<file path="config.mk">
export PLATFORM = sky130hd
export DESIGN_NAME = axil_ctrl_regfile_flat
export DESIGN_NICKNAME = d
export VERILOG_FILES = /design/src/rtl/axil_ctrl_regfile_if.sv /design/src/rtl/axil_ctrl_regfile.sv /design/src/flat_wrapper.sv
export SDC_FILE = /design/constraint.sdc
export NUM_CORES = 1
export LEC_CHECK = 0
export ABC_AREA = 1
export CORE_AREA = 4 4 448 450
export CTS_CLUSTER_DIAMETER = 60
export DETAILED_ROUTE_END_ITERATION = 16
export DIE_AREA = 0 0 452 454
export DONT_BUFFER_PORTS = 1
export HOLD_SLACK_MARGIN = 0.12
export PLACE_DENSITY_LB_ADDON = 0.2
export SKIP_CTS_REPAIR_TIMING = 1
export SYNTH_ARGS = -nofsm -noshare
export SYNTH_HDL_FRONTEND = slang
export SYNTH_SLANG_ARGS = --single-unit
</file>
<file path="constraint.sdc">
create_clock -name clk -period 4 [get_ports clk]
set_clock_uncertainty 0.1 [all_clocks]
set_input_delay 0.6 -clock clk [delete_from_list [all_inputs] [get_ports clk]]
set_output_delay 0.6 -clock clk [all_outputs]
set_load 0.05 [all_outputs]
</file>
<file path="src/rtl/axil_ctrl_regfile_if.sv">
// AXI-Lite slave bus bundle (32-bit data) for axil_ctrl_regfile.
// The master modport is the PS/interconnect side; the slave modport is the register file.
interface axil_ctrl_regfile_if #(
    parameter int ADDR_WIDTH = 8
);
    logic [ADDR_WIDTH-1:0] awaddr;
    logic [2:0]            awprot;
    logic                  awvalid;
    logic                  awready;
    logic [31:0]           wdata;
    logic [3:0]            wstrb;
    logic                  wvalid;
    logic                  wready;
    logic [1:0]            bresp;
    logic                  bvalid;
    logic                  bready;
    logic [ADDR_WIDTH-1:0] araddr;
    logic [2:0]            arprot;
    logic                  arvalid;
    logic                  arready;
    logic [31:0]           rdata;
    logic [1:0]            rresp;
    logic                  rvalid;
    logic                  rready;

    modport master (
        output awaddr, awprot, awvalid, wdata, wstrb, wvalid, bready,
        output araddr, arprot, arvalid, rready,
        input  awready, wready, bresp, bvalid, arready, rdata, rresp, rvalid
    );

    modport slave (
        input  awaddr, awprot, awvalid, wdata, wstrb, wvalid, bready,
        input  araddr, arprot, arvalid, rready,
        output awready, wready, bresp, bvalid, arready, rdata, rresp, rvalid
    );
endinterface

</file>
<file path="src/rtl/axil_ctrl_regfile.sv">
// Generic AXI-Lite control/status register file.
// NUM_REGS 32-bit registers, each RW (PS-owned), RO (PL-owned) or W1C (PL sets, PS clears),
// with PL write ports, registered PS-write pulses and a registered masked interrupt.
// Optional build macro AXIL_REGFILE_DECERR_EN: out-of-range accesses answer SLVERR (2'b10)
// instead of OKAY.
module axil_ctrl_regfile #(
    parameter int          ADDR_WIDTH      = 8,
    parameter int          NUM_REGS        = 16,
    parameter logic [63:0] RO_MASK         = '0,
    parameter logic [63:0] W1C_MASK        = '0,
    parameter int          IRQ_STS_IDX     = 0,
    parameter int          IRQ_ENA_IDX     = 1,
    parameter int          PIPELINE_OUTPUT = 0
) (
    input  logic                     clk,
    input  logic                     rst,
    axil_ctrl_regfile_if.slave       s_axil,
    input  logic [NUM_REGS-1:0]      pl_wr_en,
    input  logic [32*NUM_REGS-1:0]   pl_wr_data,
    output logic [32*NUM_REGS-1:0]   reg_q,
    output logic [NUM_REGS-1:0]      ps_wr_pulse,
    output logic                     irq
);
    localparam int IDX_W = ADDR_WIDTH - 2;
    localparam bit PIPE  = (PIPELINE_OUTPUT != 0);

    // Register array and its next state
    logic [31:0] regs_q [NUM_REGS];
    logic [31:0] regs_d [NUM_REGS];

    // Write channel state
    logic        awready_q, awready_d;
    logic        bvalid_q,  bvalid_d;
    logic [1:0]  bresp_q,   bresp_d;

    // Read channel state (s1_* is the optional extra pipeline stage)
    logic        arready_q, arready_d;
    logic        rvalid_q,  rvalid_d;
    logic [31:0] rdata_q,   rdata_d;
    logic [1:0]  rresp_q,   rresp_d;
    logic        s1_valid_q, s1_valid_d;
    logic [31:0] s1_data_q,  s1_data_d;
    logic [1:0]  s1_resp_q,  s1_resp_d;

    logic [NUM_REGS-1:0] ps_wr_pulse_q, ps_wr_pulse_d;
    logic                irq_q, irq_d;

    logic [IDX_W-1:0]    wr_idx, rd_idx;
    logic                wr_accept, wr_fire, rd_accept, rd_fire, out_free;
    logic [31:0]         wmask, ps_data, rd_word;
    logic [1:0]          wr_resp, rd_resp;
    logic [NUM_REGS-1:0] ps_sel;
    logic                unused_bits;

    assign wr_idx = s_axil.awaddr[ADDR_WIDTH-1:2];
    assign rd_idx = s_axil.araddr[ADDR_WIDTH-1:2];

    // Address phase ready is a one-cycle pulse; the handshake completes in the cycle it is high.
    assign wr_accept = s_axil.awvalid & s_axil.wvalid & (~bvalid_q | s_axil.bready) & ~awready_q;
    assign wr_fire   = awready_q & s_axil.awvalid & s_axil.wvalid;
    assign out_free  = ~rvalid_q | s_axil.rready;
    assign rd_accept = s_axil.arvalid & ~arready_q & out_free & (~PIPE | ~s1_valid_q);
    assign rd_fire   = arready_q & s_axil.arvalid;

    assign wmask   = {{8{s_axil.wstrb[3]}}, {8{s_axil.wstrb[2]}},
                      {8{s_axil.wstrb[1]}}, {8{s_axil.wstrb[0]}}};
    assign ps_data = s_axil.wdata & wmask;

`ifdef AXIL_REGFILE_DECERR_EN
    logic wr_in_range, rd_in_range;
    assign wr_in_range = ({1'b0, wr_idx} < (IDX_W+1)'(NUM_REGS));
    assign rd_in_range = ({1'b0, rd_idx} < (IDX_W+1)'(NUM_REGS));
    assign wr_resp     = wr_in_range ? 2'b00 : 2'b10;
    assign rd_resp     = rd_in_range ? 2'b00 : 2'b10;
`else
    assign wr_resp = 2'b00;
    assign rd_resp = 2'b00;
`endif

    // Protection bits and byte-offset address bits carry no meaning for word registers.
    assign unused_bits = ^{s_axil.awprot, s_axil.arprot, s_axil.awaddr[1:0], s_axil.araddr[1:0]};

    assign s_axil.awready = awready_q;
    assign s_axil.wready  = awready_q;
    assign s_axil.bvalid  = bvalid_q;
    assign s_axil.bresp   = bresp_q;
    assign s_axil.arready = arready_q;
    assign s_axil.rvalid  = rvalid_q;
    assign s_axil.rdata   = rdata_q;
    assign s_axil.rresp   = rresp_q;

    assign ps_wr_pulse = ps_wr_pulse_q;
    assign irq         = irq_q;

    // Flatten the register array onto the PL-facing bus
    always_comb begin
        reg_q = '0;
        for (int i = 0; i < NUM_REGS; i++) begin
            reg_q[32*i +: 32] = regs_q[i];
        end
    end

    // Decode which register a committing PS write targets; out-of-range selects none
    always_comb begin
        ps_sel = '0;
        for (int i = 0; i < NUM_REGS; i++) begin
            ps_sel[i] = wr_fire && (wr_idx == IDX_W'(i));
        end
    end

    // Read mux: samples the current (pre-write) value; out-of-range returns zero
    always_comb begin
        rd_word = '0;
        for (int i = 0; i < NUM_REGS; i++) begin
            if (rd_idx == IDX_W'(i)) rd_word = regs_q[i];
        end
    end

    // Per-register next state by type: W1C set-wins-clear, RO PL-only, RW PS-over-PL
    always_comb begin
        // NOTE: every output of a combinational block gets a default first, so no path leaves it unassigned and a latch is never inferred.
        regs_d        = regs_q;
        ps_wr_pulse_d = '0;
        for (int i = 0; i < NUM_REGS; i++) begin
            if (W1C_MASK[i]) begin
                regs_d[i] = (regs_q[i] & ~(ps_sel[i] ? ps_data : 32'h0))
                          | (pl_wr_en[i] ? pl_wr_data[32*i +: 32] : 32'h0);
                ps_wr_pulse_d[i] = ps_sel[i] & (|s_axil.wstrb);
            end else if (RO_MASK[i]) begin
                if (pl_wr_en[i]) regs_d[i] = pl_wr_data[32*i +: 32];
            end else begin
                if (ps_sel[i] && (|s_axil.wstrb)) begin
                    regs_d[i]        = (regs_q[i] & ~wmask) | ps_data;
                    ps_wr_pulse_d[i] = 1'b1;
                end else if (pl_wr_en[i]) begin
                    regs_d[i] = pl_wr_data[32*i +: 32];
                end
            end
        end
    end

    // Write channel: ready pulse, response raised on commit and held until bready
    always_comb begin
        awready_d = wr_accept;
        bvalid_d  = bvalid_q;
        bresp_d   = bresp_q;
        if (wr_fire) begin
            bvalid_d = 1'b1;
            bresp_d  = wr_resp;
        end else if (s_axil.bready) begin
            bvalid_d = 1'b0;
        end
    end

    // Read channel: one-cycle latency, or two through the s1 stage when pipelined
    always_comb begin
        arready_d  = rd_accept;
        rvalid_d   = rvalid_q;
        rdata_d    = rdata_q;
        rresp_d    = rresp_q;
        s1_valid_d = s1_valid_q;
        s1_data_d  = s1_data_q;
        s1_resp_d  = s1_resp_q;
        if (PIPE) begin
            if (s1_valid_q && out_free) begin
                rvalid_d   = 1'b1;
                rdata_d    = s1_data_q;
                rresp_d    = s1_resp_q;
                s1_valid_d = 1'b0;
            end else if (s_axil.rready) begin
                rvalid_d = 1'b0;
            end
            if (rd_fire) begin
                s1_valid_d = 1'b1;
                s1_data_d  = rd_word;
                s1_resp_d  = rd_resp;
            end
        end else begin
            if (rd_fire) begin
                rvalid_d = 1'b1;
                rdata_d  = rd_word;
                rresp_d  = rd_resp;
            end else if (s_axil.rready) begin
                rvalid_d = 1'b0;
            end
        end
    end

    // Interrupt from the current status and enable registers, one cycle behind them
    assign irq_d = |(regs_q[IRQ_STS_IDX] & regs_q[IRQ_ENA_IDX]);

    // State registers with synchronous reset
    always_ff @(posedge clk) begin
        // NOTE: sequential state uses non-blocking assignments so every flop samples pre-edge values regardless of statement order.
        if (rst) begin
            // NOTE: the register array is reset because its contents are architecturally visible on reg_q and the bus.
            for (int i = 0; i < NUM_REGS; i++) regs_q[i] <= '0;
            awready_q     <= 1'b0;
            bvalid_q      <= 1'b0;
            bresp_q       <= 2'b00;
            arready_q     <= 1'b0;
            rvalid_q      <= 1'b0;
            rdata_q       <= '0;
            rresp_q       <= 2'b00;
            s1_valid_q    <= 1'b0;
            s1_data_q     <= '0;
            s1_resp_q     <= 2'b00;
            ps_wr_pulse_q <= '0;
            irq_q         <= 1'b0;
        end else begin
            regs_q        <= regs_d;
            awready_q     <= awready_d;
            bvalid_q      <= bvalid_d;
            bresp_q       <= bresp_d;
            arready_q     <= arready_d;
            rvalid_q      <= rvalid_d;
            rdata_q       <= rdata_d;
            rresp_q       <= rresp_d;
            s1_valid_q    <= s1_valid_d;
            s1_data_q     <= s1_data_d;
            s1_resp_q     <= s1_resp_d;
            ps_wr_pulse_q <= ps_wr_pulse_d;
            irq_q         <= irq_d;
        end
    end
endmodule

</file>
<file path="src/flat_wrapper.sv">
// flat-port wrapper written by rule: the top's interface ports become plain ports
module axil_ctrl_regfile_flat 
#(
    parameter int          ADDR_WIDTH      = 8,
    parameter int          NUM_REGS        = 16,
    parameter logic [63:0] RO_MASK         = '0,
    parameter logic [63:0] W1C_MASK        = '0,
    parameter int          IRQ_STS_IDX     = 0,
    parameter int          IRQ_ENA_IDX     = 1,
    parameter int          PIPELINE_OUTPUT = 0
)
  (clk, rst, pl_wr_en, pl_wr_data, reg_q, ps_wr_pulse, irq, s_axil_awaddr, s_axil_awprot, s_axil_awvalid, s_axil_wdata, s_axil_wstrb, s_axil_wvalid, s_axil_bready, s_axil_araddr, s_axil_arprot, s_axil_arvalid, s_axil_rready, s_axil_awready, s_axil_wready, s_axil_bresp, s_axil_bvalid, s_axil_arready, s_axil_rdata, s_axil_rresp, s_axil_rvalid);
  axil_ctrl_regfile_if #(.ADDR_WIDTH(ADDR_WIDTH)) s_axil_i ();
  input  logic clk;
  input  logic rst;
  input  logic [NUM_REGS-1:0] pl_wr_en;
  input  logic [32*NUM_REGS-1:0] pl_wr_data;
  output logic [32*NUM_REGS-1:0] reg_q;
  output logic [NUM_REGS-1:0] ps_wr_pulse;
  output logic irq;
  input wire logic [$bits(s_axil_i.awaddr)-1:0] s_axil_awaddr;
  input wire logic [$bits(s_axil_i.awprot)-1:0] s_axil_awprot;
  input wire logic [$bits(s_axil_i.awvalid)-1:0] s_axil_awvalid;
  input wire logic [$bits(s_axil_i.wdata)-1:0] s_axil_wdata;
  input wire logic [$bits(s_axil_i.wstrb)-1:0] s_axil_wstrb;
  input wire logic [$bits(s_axil_i.wvalid)-1:0] s_axil_wvalid;
  input wire logic [$bits(s_axil_i.bready)-1:0] s_axil_bready;
  input wire logic [$bits(s_axil_i.araddr)-1:0] s_axil_araddr;
  input wire logic [$bits(s_axil_i.arprot)-1:0] s_axil_arprot;
  input wire logic [$bits(s_axil_i.arvalid)-1:0] s_axil_arvalid;
  input wire logic [$bits(s_axil_i.rready)-1:0] s_axil_rready;
  output wire logic [$bits(s_axil_i.awready)-1:0] s_axil_awready;
  output wire logic [$bits(s_axil_i.wready)-1:0] s_axil_wready;
  output wire logic [$bits(s_axil_i.bresp)-1:0] s_axil_bresp;
  output wire logic [$bits(s_axil_i.bvalid)-1:0] s_axil_bvalid;
  output wire logic [$bits(s_axil_i.arready)-1:0] s_axil_arready;
  output wire logic [$bits(s_axil_i.rdata)-1:0] s_axil_rdata;
  output wire logic [$bits(s_axil_i.rresp)-1:0] s_axil_rresp;
  output wire logic [$bits(s_axil_i.rvalid)-1:0] s_axil_rvalid;
  assign s_axil_i.awaddr = s_axil_awaddr;
  assign s_axil_i.awprot = s_axil_awprot;
  assign s_axil_i.awvalid = s_axil_awvalid;
  assign s_axil_i.wdata = s_axil_wdata;
  assign s_axil_i.wstrb = s_axil_wstrb;
  assign s_axil_i.wvalid = s_axil_wvalid;
  assign s_axil_i.bready = s_axil_bready;
  assign s_axil_i.araddr = s_axil_araddr;
  assign s_axil_i.arprot = s_axil_arprot;
  assign s_axil_i.arvalid = s_axil_arvalid;
  assign s_axil_i.rready = s_axil_rready;
  assign s_axil_awready = s_axil_i.awready;
  assign s_axil_wready = s_axil_i.wready;
  assign s_axil_bresp = s_axil_i.bresp;
  assign s_axil_bvalid = s_axil_i.bvalid;
  assign s_axil_arready = s_axil_i.arready;
  assign s_axil_rdata = s_axil_i.rdata;
  assign s_axil_rresp = s_axil_i.rresp;
  assign s_axil_rvalid = s_axil_i.rvalid;
  axil_ctrl_regfile #(.ADDR_WIDTH(ADDR_WIDTH), .NUM_REGS(NUM_REGS), .RO_MASK(RO_MASK), .W1C_MASK(W1C_MASK), .IRQ_STS_IDX(IRQ_STS_IDX), .IRQ_ENA_IDX(IRQ_ENA_IDX), .PIPELINE_OUTPUT(PIPELINE_OUTPUT)) u_core (.clk(clk), .rst(rst), .s_axil(s_axil_i), .pl_wr_en(pl_wr_en), .pl_wr_data(pl_wr_data), .reg_q(reg_q), .ps_wr_pulse(ps_wr_pulse), .irq(irq));
endmodule
</file>
# --- Word level (Yosys, flattened, before mapping) ---
# Index checks and enable logic that the tools add are counted.
word_totals:
  wordCells: 224
  out_inout_bits: 570
  in_bits: 593
  ff_bits: 565
op_classes:
  eq_ne: 30
  bitwise_logic: 49
  n_mux: 68
  n_reduce_logical: 54
op_table:
  columns: ["op", "n"]
  rows:
  - ["$mux 32", 48]
  - ["$and 32x32->32", 18]
  - ["$or 32x32->32", 16]
  - ["$eq 6x4->1 const B", 16]
  - ["$eq 6x3->1 const B", 8]
  - ["$reduce_bool 2->1", 18]
  - ["$logic_and 1x1->1", 32]
  - ["$not 32->32", 1]
  - ["$reduce_or 32->1", 1]
  - ["$eq 6x2->1 const B", 4]
  - ["$mux 1", 20]
  - ["$eq 6x1->1 const B", 2]
  - ["$logic_not 6->1", 2]
  - ["$and 1x1->1", 8]
  - ["$not 1->1", 4]
  - ["$reduce_or 4->1", 1]
  - ["$or 1x1->1", 2]

# --- Logic depth before layout (Yosys ltp) ---
logic_depth:
  depth_word: 17
  mapped_depth: 16
  depth_no_buf: 15

# --- Least setup slack after synthesis ---
# OpenSTA, ideal clock, no wires.
synth_path:
  path_type: "register to register"
  from: "register u_core.awready_q (netlist: u_core.s_axil.awready)"
  to: "register with a tool-made name"
  setup_time_ps: 132
  arrival_ps: 2231
  required_ps: 3768
  synth_period_minus_slack_ps: 2463
  setup_slack_ps: 1537
  n_path_buf: 0
  stages_incl_launch_ff: 10
  path_cell_list: "dfxtp_1 nand3_1 nor2_4 inv_4 nor3_4 nand2_2 o21ai_1 inv_2 nor2_1 nor3_1"
synth_lines:
  columns: ["item", "line", "source"]
  rows:
  - ["from (decl)", "axil_ctrl_regfile.sv:32", "logic awready_q, awready_d;"]
  - ["from (signal assigned)", "axil_ctrl_regfile.sv:212", "awready_q <= awready_d;"]

==> results.rst <==
.. list-table::
   :header-rows: 1

   * - Metric
     - Value
   * - Status
     - complete, but fails checks
   * - Violated checks
     - slew limit
   * - Worst slack on hold paths
     - 0.0739 ns
   * - Total via count in the routed design
     - approximately 35000
   * - Standard-cell rows
     - approximately 160
   * - Count of state elements after synthesis
     - about 570
   * - Final hold violation count
     - 0
   * - Warnings, synthesis
     - 0
   * - Placed wire-length estimate after detailed placement
     - between 150000 and 200000 µm
   * - Maximum number of pins on one net before global-route repair
     - 566
   * - Power density relative to cell area
     - roughly 450 nW/µm²
   * - Seq/Total Area, Yosys
     - 39.4%
   * - Ys flop type
     - dfxtp_1
   * - Post-layout min period
     - roughly 3.7 ns
   * - Data required time at the worst endpoint
     - approximately 4.5 ns
   * - Number of global-route vias before repair
     - 29974
   * - Most frequent cells after synthesis
     - 1042 x nor2_1, 601 x a211oi_1, 587 x nand2_1
   * - Distinct cells, synth
     - 35
   * - Floorplan die area
     - around 200000 µm²
   * - Crit end category
     - register
   * - Final estimated routing congestion in global placement
     - 0.938
   * - Min-Delay Path Depth
     - 2
   * - Final count of pins violating max slew
     - about 250
   * - CTS Buf Count
     - 92
   * - Wire length per cell
     - around 33 µm
   * - Number of cells in the finished layout apart from fillers
     - around 7400
   * - Startpoint type of the worst setup path
     - register
   * - Horizontal die dimension
     - about 450 µm
   * - Final period util
     - just over 90%
   * - Global-route wire length before repair
     - 310000 µm
   * - EDFF count, synth
     - 0
   * - Area of the mapped netlist
     - 28700 µm²
   * - Most area-hungry cell type in the Yosys netlist
     - dfxtp_1
   * - Height of the die
     - roughly 450 µm
   * - Global router's overall resource usage
     - approximately 22%
   * - Number of sinks driven by the clock tree
     - 565
   * - Synth async-reset ratio
     - 0%
   * - Number of buffers added on ports
     - 0
   * - Clock latency of the later-clocked register in the worst-skew pair
     - 0.74 ns
   * - CTS tree
     - built
   * - DRT Wirelength
     - between 200000 and 250000 µm
   * - Number of DRC markers in iteration 0
     - around 3400
   * - Number of standard cells after synthesis
     - between 4000 and 5000
   * - Library cell with the highest instance count after synthesis
     - nor2_1
   * - Cell leakage power
     - between 15 and 20 nW
   * - Remaining DRCs
     - 0
   * - Final setup violation count
     - 0
   * - Placed Area
     - 32400 µm²
   * - Ranking of synthesized cells by area
     - dfxtp_1 39%, a211oi_1 16%, nor2_1 14%
   * - Remaining antenna violation count after routing
     - 0
   * - Class of the tightest hold or removal check
     - primary input to register
   * - Clock buffer depth
     - 3
   * - Top cell type's share of synthesized area
     - around two fifths
   * - Post-layout net count
     - between 5000 and 6000
   * - Remaining global-route overflow
     - 0
   * - Slew HR
     - -47.6%
   * - Cell count after placement
     - approximately 6700
   * - Fraction of final layout cells sized beyond drive strength 1
     - between 9 and 10%
   * - Clock transition at the register clock pins on the worst setup and hold paths after CTS
     - ~0.060 ns
   * - Setup Total Neg Slack
     - 0 ns
   * - Cell at the root of the clock tree
     - clkbuf_16
   * - Setup repair after global routing missed its margin
     - false
   * - Starting Density
     - between 10% and 20%
   * - Num ports
     - 1163
   * - Critical Path Fanout Max
     - 15
   * - Transition at the pin with the smallest max-transition slack
     - approximately 2.2 ns
   * - Max-cap viol count
     - 0
   * - Core utilization of the finished layout
     - 20.8%
   * - H-tree depth reported by CTS
     - 3
   * - CORE AREA
     - 197000 µm²
   * - Growth of design area from synthesis to finish
     - 42.3%
   * - Maximum ir drop on the vdd rail
     - 0.307 mV
   * - First-pass iteration count of the detailed router
     - 6
   * - DR vias/cell
     - 4.67
   * - Antenna violations before repair
     - 54
   * - Arrival time reported for the critical path endpoint
     - about 4.2 ns
   * - Number of cell instances on the worst register-to-register path
     - 9
   * - Synthesized area per cell
     - a little under 7 µm²
   * - Start point of the critical path
     - u_core.s_axil.awready
   * - Finished layout cell area
     - between 40000 and 50000 µm²
   * - Reg-to-reg startpoint
     - u_core.s_axil.awready
   * - Kind of critical path
     - register to register
   * - Peak Freq
     - 268 MHz
   * - Register-to-register setup slack
     - between 0.2 and 0.3 ns
==> how the worst min path moves through the flow <==
| stage | start | end | slack (ns) |
|---|---|---|---|
| global route | s_axil_awaddr[3] | u_core.ps_wr_pulse[12] | 0.12 |
| detailed placement | register | register | 0.58 |
| finish | pl_wr_data[59] | register | 0.07 |
| floorplan | u_core.s_axil.rdata[0] | u_core.s_axil.rdata[0] | 0.59 |
| CTS | rst | register | -0.18 |
| global placement | register | register | 0.58 |
==> report_power, final <==
| group | leakage (nW) | switching (mW) | total [mW] | internal (mW) |
|---|---|---|---|---|
| clock | 1.53 | 3.43 | 8.45 | 5.01 |
| sequential | 4.68 | 1.87 | 7.87 | 5.99 |
| combinational | 8.89 | 1.21 | 2.00 | 0.789 |
==> layout make-up <==
class | instances | area (µm²)
Inverter | 262 | 986
Fill cell | 22358 | 156000
Sequential cell | 565 | 11300
Clock buffer | 118 | 2570
Clock inverter | 44 | 542
Timing Repair Buffer | 692 | 6700
Tap cell | 2640 | 3300
Antenna cell | 35 | 87.6
Multi-Input combinational cell | 3048 | 15300
==> layer usage <==
layer  GRT usage, %  wire, µm  share of wire, %
met2           37.9    119000                49
met4           9.79      9920               4.0
met1           26.3     95700                39
met5              0       115             0.047
met3           6.69     20200               8.3
==> per-stage QoR <==
stage	setup slack [ns]	power [mW]
2_1_floorplan	1.54	8.51
3_3_place_gp	0.000201	9.42
3_5_place_dp	-0.00172	9.43
4_1_cts	0.232	18.0
5_1_grt	0.0688	18.9
6_report	0.266	18.3
==> cell usage in the layout (no fill, tap or decap), types with 16 or more instances in the layout <==
master / count
clkbuf_16: 93
o21ai_0: 73
o21ai_1: 16
buf_4: 160
inv_2: 31
o21ai_2: 28
a21oi_2: 17
dfxtp_1: 565
nand2_1: 572
nor2_1: 1032
nand2_2: 20
dlygate4sd3_1: 516
inv_1: 230
diode_2: 35
nor3_1: 266
a211oi_1: 601
a21oi_1: 214
nand3_1: 53
nand4_1: 94
==> critical path, cell delays in order, from the launching register on <==
cell	delay, ns
dfxtp_1	0.32
nand3_1	0.34
nor2_4	0.42
inv_4	0.12
nor3_4	0.38
nand2_4	0.27
nand2_2	0.42
o21ai_2	0.35
a211oi_1	0.75
nor3_1	0.09
==> kinds of logic after synthesis <==
group	share of synthesized area, %
AOI/OAI and AO/OA	22.7
buffers and inverters	7.79
DFF	39.4
muxes	0.0698
other	0.0131
and+or+nand+nor	30.0
No activity file was read; power rests on OpenSTA's default activity.
